File: src/rtl/net_force_pkg.sv
// Shared types for the net force/release controller.
// Command opcodes and the release-all sweep FSM states.
package net_force_pkg;

    typedef enum logic [1:0] {
        OP_FORCE       = 2'd0,
        OP_FORCE_TIMED = 2'd1,
        OP_RELEASE     = 2'd2,
        OP_RELEASE_ALL = 2'd3
    } cmd_op_e;

    typedef enum logic {
        ST_IDLE  = 1'b0,
        ST_SWEEP = 1'b1
    } state_e;

endpackage

File: src/rtl/net_force_chan.sv
// One channel: force mask/value, auto-release timer and output mux.
// A set or release aimed here wins over a timer expiring on the same edge.
module net_force_chan #(
    parameter int W     = 8,
    parameter int DUR_W = 8
) (
    input  logic             clk,
    input  logic             rst,
    input  logic [W-1:0]     drv,
    input  logic             set_en,
    input  logic             set_timed,
    input  logic [W-1:0]     set_mask,
    input  logic [W-1:0]     set_value,
    input  logic [DUR_W-1:0] set_dur,
    input  logic             rel_en,
    input  logic [W-1:0]     rel_mask,
    input  logic             clr_en,
    output logic [W-1:0]     net,
    output logic             active
);

    logic [W-1:0]     fmask;
    logic [W-1:0]     fval;
    logic [DUR_W-1:0] timer;
    logic             timed;
    logic [W-1:0]     kept;
    logic             expire;

    // Mask surviving a release, and whether the timer runs out this edge
    always_comb begin
        kept   = rel_en ? (fmask & ~rel_mask) : fmask;
        expire = timed && (timer == DUR_W'(1));
    end

    // Per-channel force state; sweep clear beats commands beats expiry
    always_ff @(posedge clk) begin
        if (rst) begin
            fmask <= '0;
            fval  <= '0;
            timer <= '0;
            timed <= 1'b0;
        end else if (clr_en) begin
            fmask <= '0;
            timer <= '0;
            timed <= 1'b0;
        end else if (set_en) begin
            fmask <= fmask | set_mask;
            fval  <= (fval & ~set_mask) | (set_value & set_mask);
            timer <= set_timed ? set_dur : '0;
            timed <= set_timed;
        end else if (rel_en && (kept == '0)) begin
            fmask <= '0;
            timer <= '0;
            timed <= 1'b0;
        end else if (expire) begin
            // a partial release on the expiry edge keeps its survivors
            fmask <= rel_en ? kept : '0;
            timer <= '0;
            timed <= 1'b0;
        end else begin
            fmask <= kept;
            if (timed) begin
                timer <= timer - DUR_W'(1);
            end
        end
    end

    // Forced bits override the live driver value
    always_comb begin
        net    = (drv & ~fmask) | (fval & fmask);
        active = |fmask;
    end

endmodule

File: src/rtl/net_force_ctrl.sv
// Multi-channel force/release controller for observed nets.
// Decodes commands, runs the release-all sweep and flags bad channels.
module net_force_ctrl
    import net_force_pkg::*;
#(
    parameter  int CH    = 4,
    parameter  int W     = 8,
    parameter  int DUR_W = 8,
    localparam int CH_W  = (CH > 1) ? $clog2(CH) : 1
) (
    input  logic              clk,
    input  logic              rst,
    input  logic [CH*W-1:0]   drv_in,
    output logic [CH*W-1:0]   net_out,
    input  logic              cmd_valid,
    output logic              cmd_ready,
    input  logic [1:0]        cmd_op,
    input  logic [CH_W-1:0]   cmd_ch,
    input  logic [W-1:0]      cmd_mask,
    input  logic [W-1:0]      cmd_value,
    input  logic [DUR_W-1:0]  cmd_dur,
    output logic [CH-1:0]     force_active,
    output logic              cmd_err
);

    cmd_op_e         op;
    state_e          state;
    logic [CH_W-1:0] sweep_idx;
    logic            accept;
    logic            is_rel_all;
    logic            ch_ok;
    logic            chan_cmd;
    logic            do_set;
    logic            set_timed;
    logic            do_rel;

    // Command decode; a zero-length timed force is a silent no-op
    always_comb begin
        op         = cmd_op_e'(cmd_op);
        accept     = cmd_valid && cmd_ready;
        is_rel_all = (op == OP_RELEASE_ALL);
        ch_ok      = int'(cmd_ch) < CH;
        chan_cmd   = accept && !is_rel_all && ch_ok;
        set_timed  = (op == OP_FORCE_TIMED);
        do_set     = chan_cmd &&
                     ((op == OP_FORCE) ||
                      (set_timed && (cmd_dur != '0)));
        do_rel     = chan_cmd && (op == OP_RELEASE);
    end

    for (genvar c = 0; c < CH; c++) begin : g_ch
        logic hit;
        logic clr;

        assign hit = (int'(cmd_ch) == c);
        assign clr = (state == ST_SWEEP) && (int'(sweep_idx) == c);

        net_force_chan #(
            .W     (W),
            .DUR_W (DUR_W)
        ) u_chan (
            .clk       (clk),
            .rst       (rst),
            .drv       (drv_in[c*W +: W]),
            .set_en    (do_set && hit),
            .set_timed (set_timed),
            .set_mask  (cmd_mask),
            .set_value (cmd_value),
            .set_dur   (cmd_dur),
            .rel_en    (do_rel && hit),
            .rel_mask  (cmd_mask),
            .clr_en    (clr),
            .net       (net_out[c*W +: W]),
            .active    (force_active[c])
        );
    end

    // Sweep FSM: one channel cleared per cycle, ready held low meanwhile
    always_ff @(posedge clk) begin
        if (rst) begin
            state     <= ST_IDLE;
            sweep_idx <= '0;
            cmd_ready <= 1'b1;
            cmd_err   <= 1'b0;
        end else begin
            cmd_err <= accept && !is_rel_all && !ch_ok;
            unique case (state)
                ST_IDLE: begin
                    if (accept && is_rel_all) begin
                        state     <= ST_SWEEP;
                        sweep_idx <= '0;
                        cmd_ready <= 1'b0;
                    end
                end
                ST_SWEEP: begin
                    if (int'(sweep_idx) == CH - 1) begin
                        state     <= ST_IDLE;
                        sweep_idx <= '0;
                        cmd_ready <= 1'b1;
                    end else begin
                        sweep_idx <= sweep_idx + CH_W'(1);
                    end
                end
                default: begin
                    state     <= ST_IDLE;
                    sweep_idx <= '0;
                    cmd_ready <= 1'b1;
                end
            endcase
        end
    end

endmodule

File: config.mk
export PLATFORM = sky130hd
export DESIGN_NAME = net_force_ctrl
export DESIGN_NICKNAME = d
export VERILOG_FILES = /design/src/rtl/net_force_pkg.sv /design/src/rtl/net_force_chan.sv /design/src/rtl/net_force_ctrl.sv
export SDC_FILE = /design/constraint.sdc
export NUM_CORES = 1
export LEC_CHECK = 0
export BUFFER_PORTS_ARGS = -buffer_cell sky130_fd_sc_hd__buf_2
export CAP_MARGIN = 20
export CELL_PAD_IN_SITES_DETAIL_PLACEMENT = 1
export CELL_PAD_IN_SITES_GLOBAL_PLACEMENT = 1
export CORE_ASPECT_RATIO = 0.5
export CORE_UTILIZATION = 42
export DETAILED_ROUTE_END_ITERATION = 6
export GPL_ROUTABILITY_DRIVEN = 0
export PLACE_DENSITY = 0.84
export SKIP_LAST_GASP = 1
export SYNTH_ARGS = -nofsm -noshare
export SYNTH_HDL_FRONTEND = slang
export SYNTH_HIERARCHICAL = 1
export SYNTH_SLANG_ARGS = --single-unit
File: constraint.sdc
create_clock -name clk -period 2.8 [get_ports clk]
set_input_delay 0.42 -clock clk [delete_from_list [all_inputs] [get_ports clk]]
set_output_delay 0.42 -clock clk [all_outputs]
set_load 0.05 [all_outputs]
==> impl_metrics.yaml <==
run_status:
  outcome: "finished, final reports clean"
setup_path:
  startpoint_type: "flip-flop"
  ff2ff_setup_slack_ps: 420
  r2r-start: "cmd_ready"
  r2r-end: "g_ch[0].u_chan/fmask[4]"
  reg2regPathDepth: 8
  crit_path_end: "g_ch[0].u_chan/fmask[4]"
  crit_start: "cmd_ready"
  critical_path.max_fanout: 12
  crit_required_ps: 3070
  worst_setup_path_end_kind: "flip-flop"
  worstPathArrival_ps: 2650
  critical_path_class: "reg -> reg"
timing:
  fin_crit_ps: 2376
  max_clock_freq_mhz: 420.8
  slew_headroom_pct: 39.37
  grt_setup_unrepaired: "false"
  finalHoldViolCount: 0
  holdWs_ps: 361.9
  worst_slack_ps: 423.7
  final.setup.tns_ps: 0
  setup-violations-final: 0
  slew_viol_final: 0
  worst_slew_pin_slew_ps: 909.5
  finalCritPeriodShare_pct: 84.87
  fin_skew_ps: 13.53
global_route:
  grt_pass1_wl_um: 35200
  antenna_found_initial: 0
  use_met1_pct: 37.28
  use_met2_pct: 50.72
  grt_pass1_vias: 6680
  use_met3_pct: 5.155
  grt_overflow_total: 0
  grt_max_degree: 37
  top_usage_layer: "met2"
  track_usage_pct: 29.16
pwr:
  total_power_mw: 3.514
  peakVddDrop_mv: 0.2722
  power.density_nw_per_um2: 472.5
  p_leak_nw: 2.860
floorplan:
  fp.dieW_um: 175.5
  die-area_um2: 15580
  num_io_pins: 101
  die_h_um: 88.76
  core_area_um2: 14580
  initial_core_util_pct: 43.35
  rows: 31
logic_synthesis:
  netlist_top_cells_area: "dfxtp_1 (33%), nand2_1 (11%), mux2_2 (5.7%), a21oi_1 (5.1%), o21ai_0 (4.4%)"
  synth_top_area_share_pct: 32.93
  syn-mean-instance-area_um2: 7.825
  synth_edf_count: 0
  synthesis.nets: 883
  ys_seq_elements: 104
  synthArstFlopShare_pct: 0
  ys.flop_type: "dfxtp_1"
  yosysSeqAreaShare_pct: 32.93
  synth.distinct_cells: 48
  synthCells: 808
  yosysWarnings: 6
  synth.largest_area_cell: "dfxtp_1"
  synth_area_um2: 6322
final_layout:
  fillCellCount: 1854
  post-route-util_pct: 50.99
  diodes: 0
  layout_common_cells: "nand2_1 (178), dfxtp_1 (104), buf_2 (99), a21oi_1 (64), o21ai_0 (56)"
  final_cells: 1113
  layout-drive-gt1-share_pct: 23.61
  final_area_um2: 7436
  area_growth_pct: 17.61
  final_net_count: 985
  final_common_cell: "nand2_1"
detailed_routing:
  vias: 6771
  dr.first_iter.drc_count: 523
  via_per_inst: 6.084
  drt_wl_total_um: 22600
  first_pass_iters: 6
  avgRoutedWirePerCell_um: 20.30
  ant_nets: 0
  drc: 0
cts:
  cts.sinks: 104
  cts.clk_slew.worst_paths_ps: 80
  root_buffer: "clkbuf_16"
  hold_buffers: 0
  htreeDepth: 3
  cts_buffers: 9
  cts_buffer_depth: 2
  cts_setup_buffers: 0
  clk_latency_ps: 360
  ctsResizeCount: 0
  cts_tree: "done"
placement:
  dp_slack_ps: 313.6
  port_buffers: 99
  place_inst: 1097
  dp_hpwl_um: 16380
  placed_cell_area_um2: 7144
flow_run:
  maxCapViolations: 0
hold_path:
  holdCritPathClass: "in -> reg"
## cell families (layout without fill, tap and decap cells)
group,Yosys count,after routing,share of synthesized area (%)
buffers and inverters,75,182,4.750
adder cells (fa/ha/maj),12,12,2.375
AND/OR/NAND/NOR,348,348,26.97
multiplexers,37,37,6.491
flip-flops,104,104,32.93
AO/OA/AOI/OAI,231,231,26.42
other,1,1,0.05931
## cells in the mapped netlist, drive strengths merged (8+ instances only)
library cell  number
a2111oi           12
a21o               8
a21oi             64
a31o               8
a31oi              8
a32o               8
and2              12
and2b             13
and3               8
buf                9
clkbuf            28
dfxtp            104
ha                12
inv               38
mux2              32
nand2            178
nand3             40
nand4             12
nor2              25
nor2b             16
nor3              10
nor4              20
o211ai            12
o21ai             64
o311ai             8
o41ai             12
## power breakdown
group	internal [mW]	switching [mW]	total [mW]
clock network	0.629	0.642	1.27
registers	1.51	0.0539	1.57
logic	0.225	0.449	0.674
## routing by layer
layer  routed length, um  up-vias
met5                   0        -
met4                 410        0
met3                1291       44
met2               10720      235
met1               10170     3350
li1                    -     3142
## how the worst min path moves through the flow
| stage | slack (ps) | to | startpoint | depth (start not counted) |
|---|---|---|---|---|
| detailed placement | 450 | flip-flop | flip-flop | 2 |
| global placement | 440 | flip-flop | flip-flop | 2 |
| CTS | 350 | flip-flop | cmd_value[5] | 3 |
| floorplan | 430 | flip-flop | flip-flop | 2 |
| global route | 350 | flip-flop | cmd_value[3] | 3 |
| finish | 360 | flip-flop | cmd_value[5] | 3 |
## area by class of cell
type,count,area [um2],share of cell area [%]
Multi-Input combinational cell,629,3959,53.24
Sequential cell,104,2082,28.00
Timing Repair Buffer,128,713.2,9.591
Tap cell,198,247.7,3.332
Clock buffer,10,229.0,3.079
Inverter,38,142.6,1.918
Clock inverter,6,62.56,0.8413
## worst max-delay path, stage by stage, from the launching register on
cell and delay [ps]:
dfxtp_1 430, nand2_1 180, or4_1 450, nor2_1 150, buf_4 240, nor2b_1 200, nor2b_1 400, o21ai_0 160
o21ai_0 100
No activity file was read; power rests on OpenSTA's default activity.
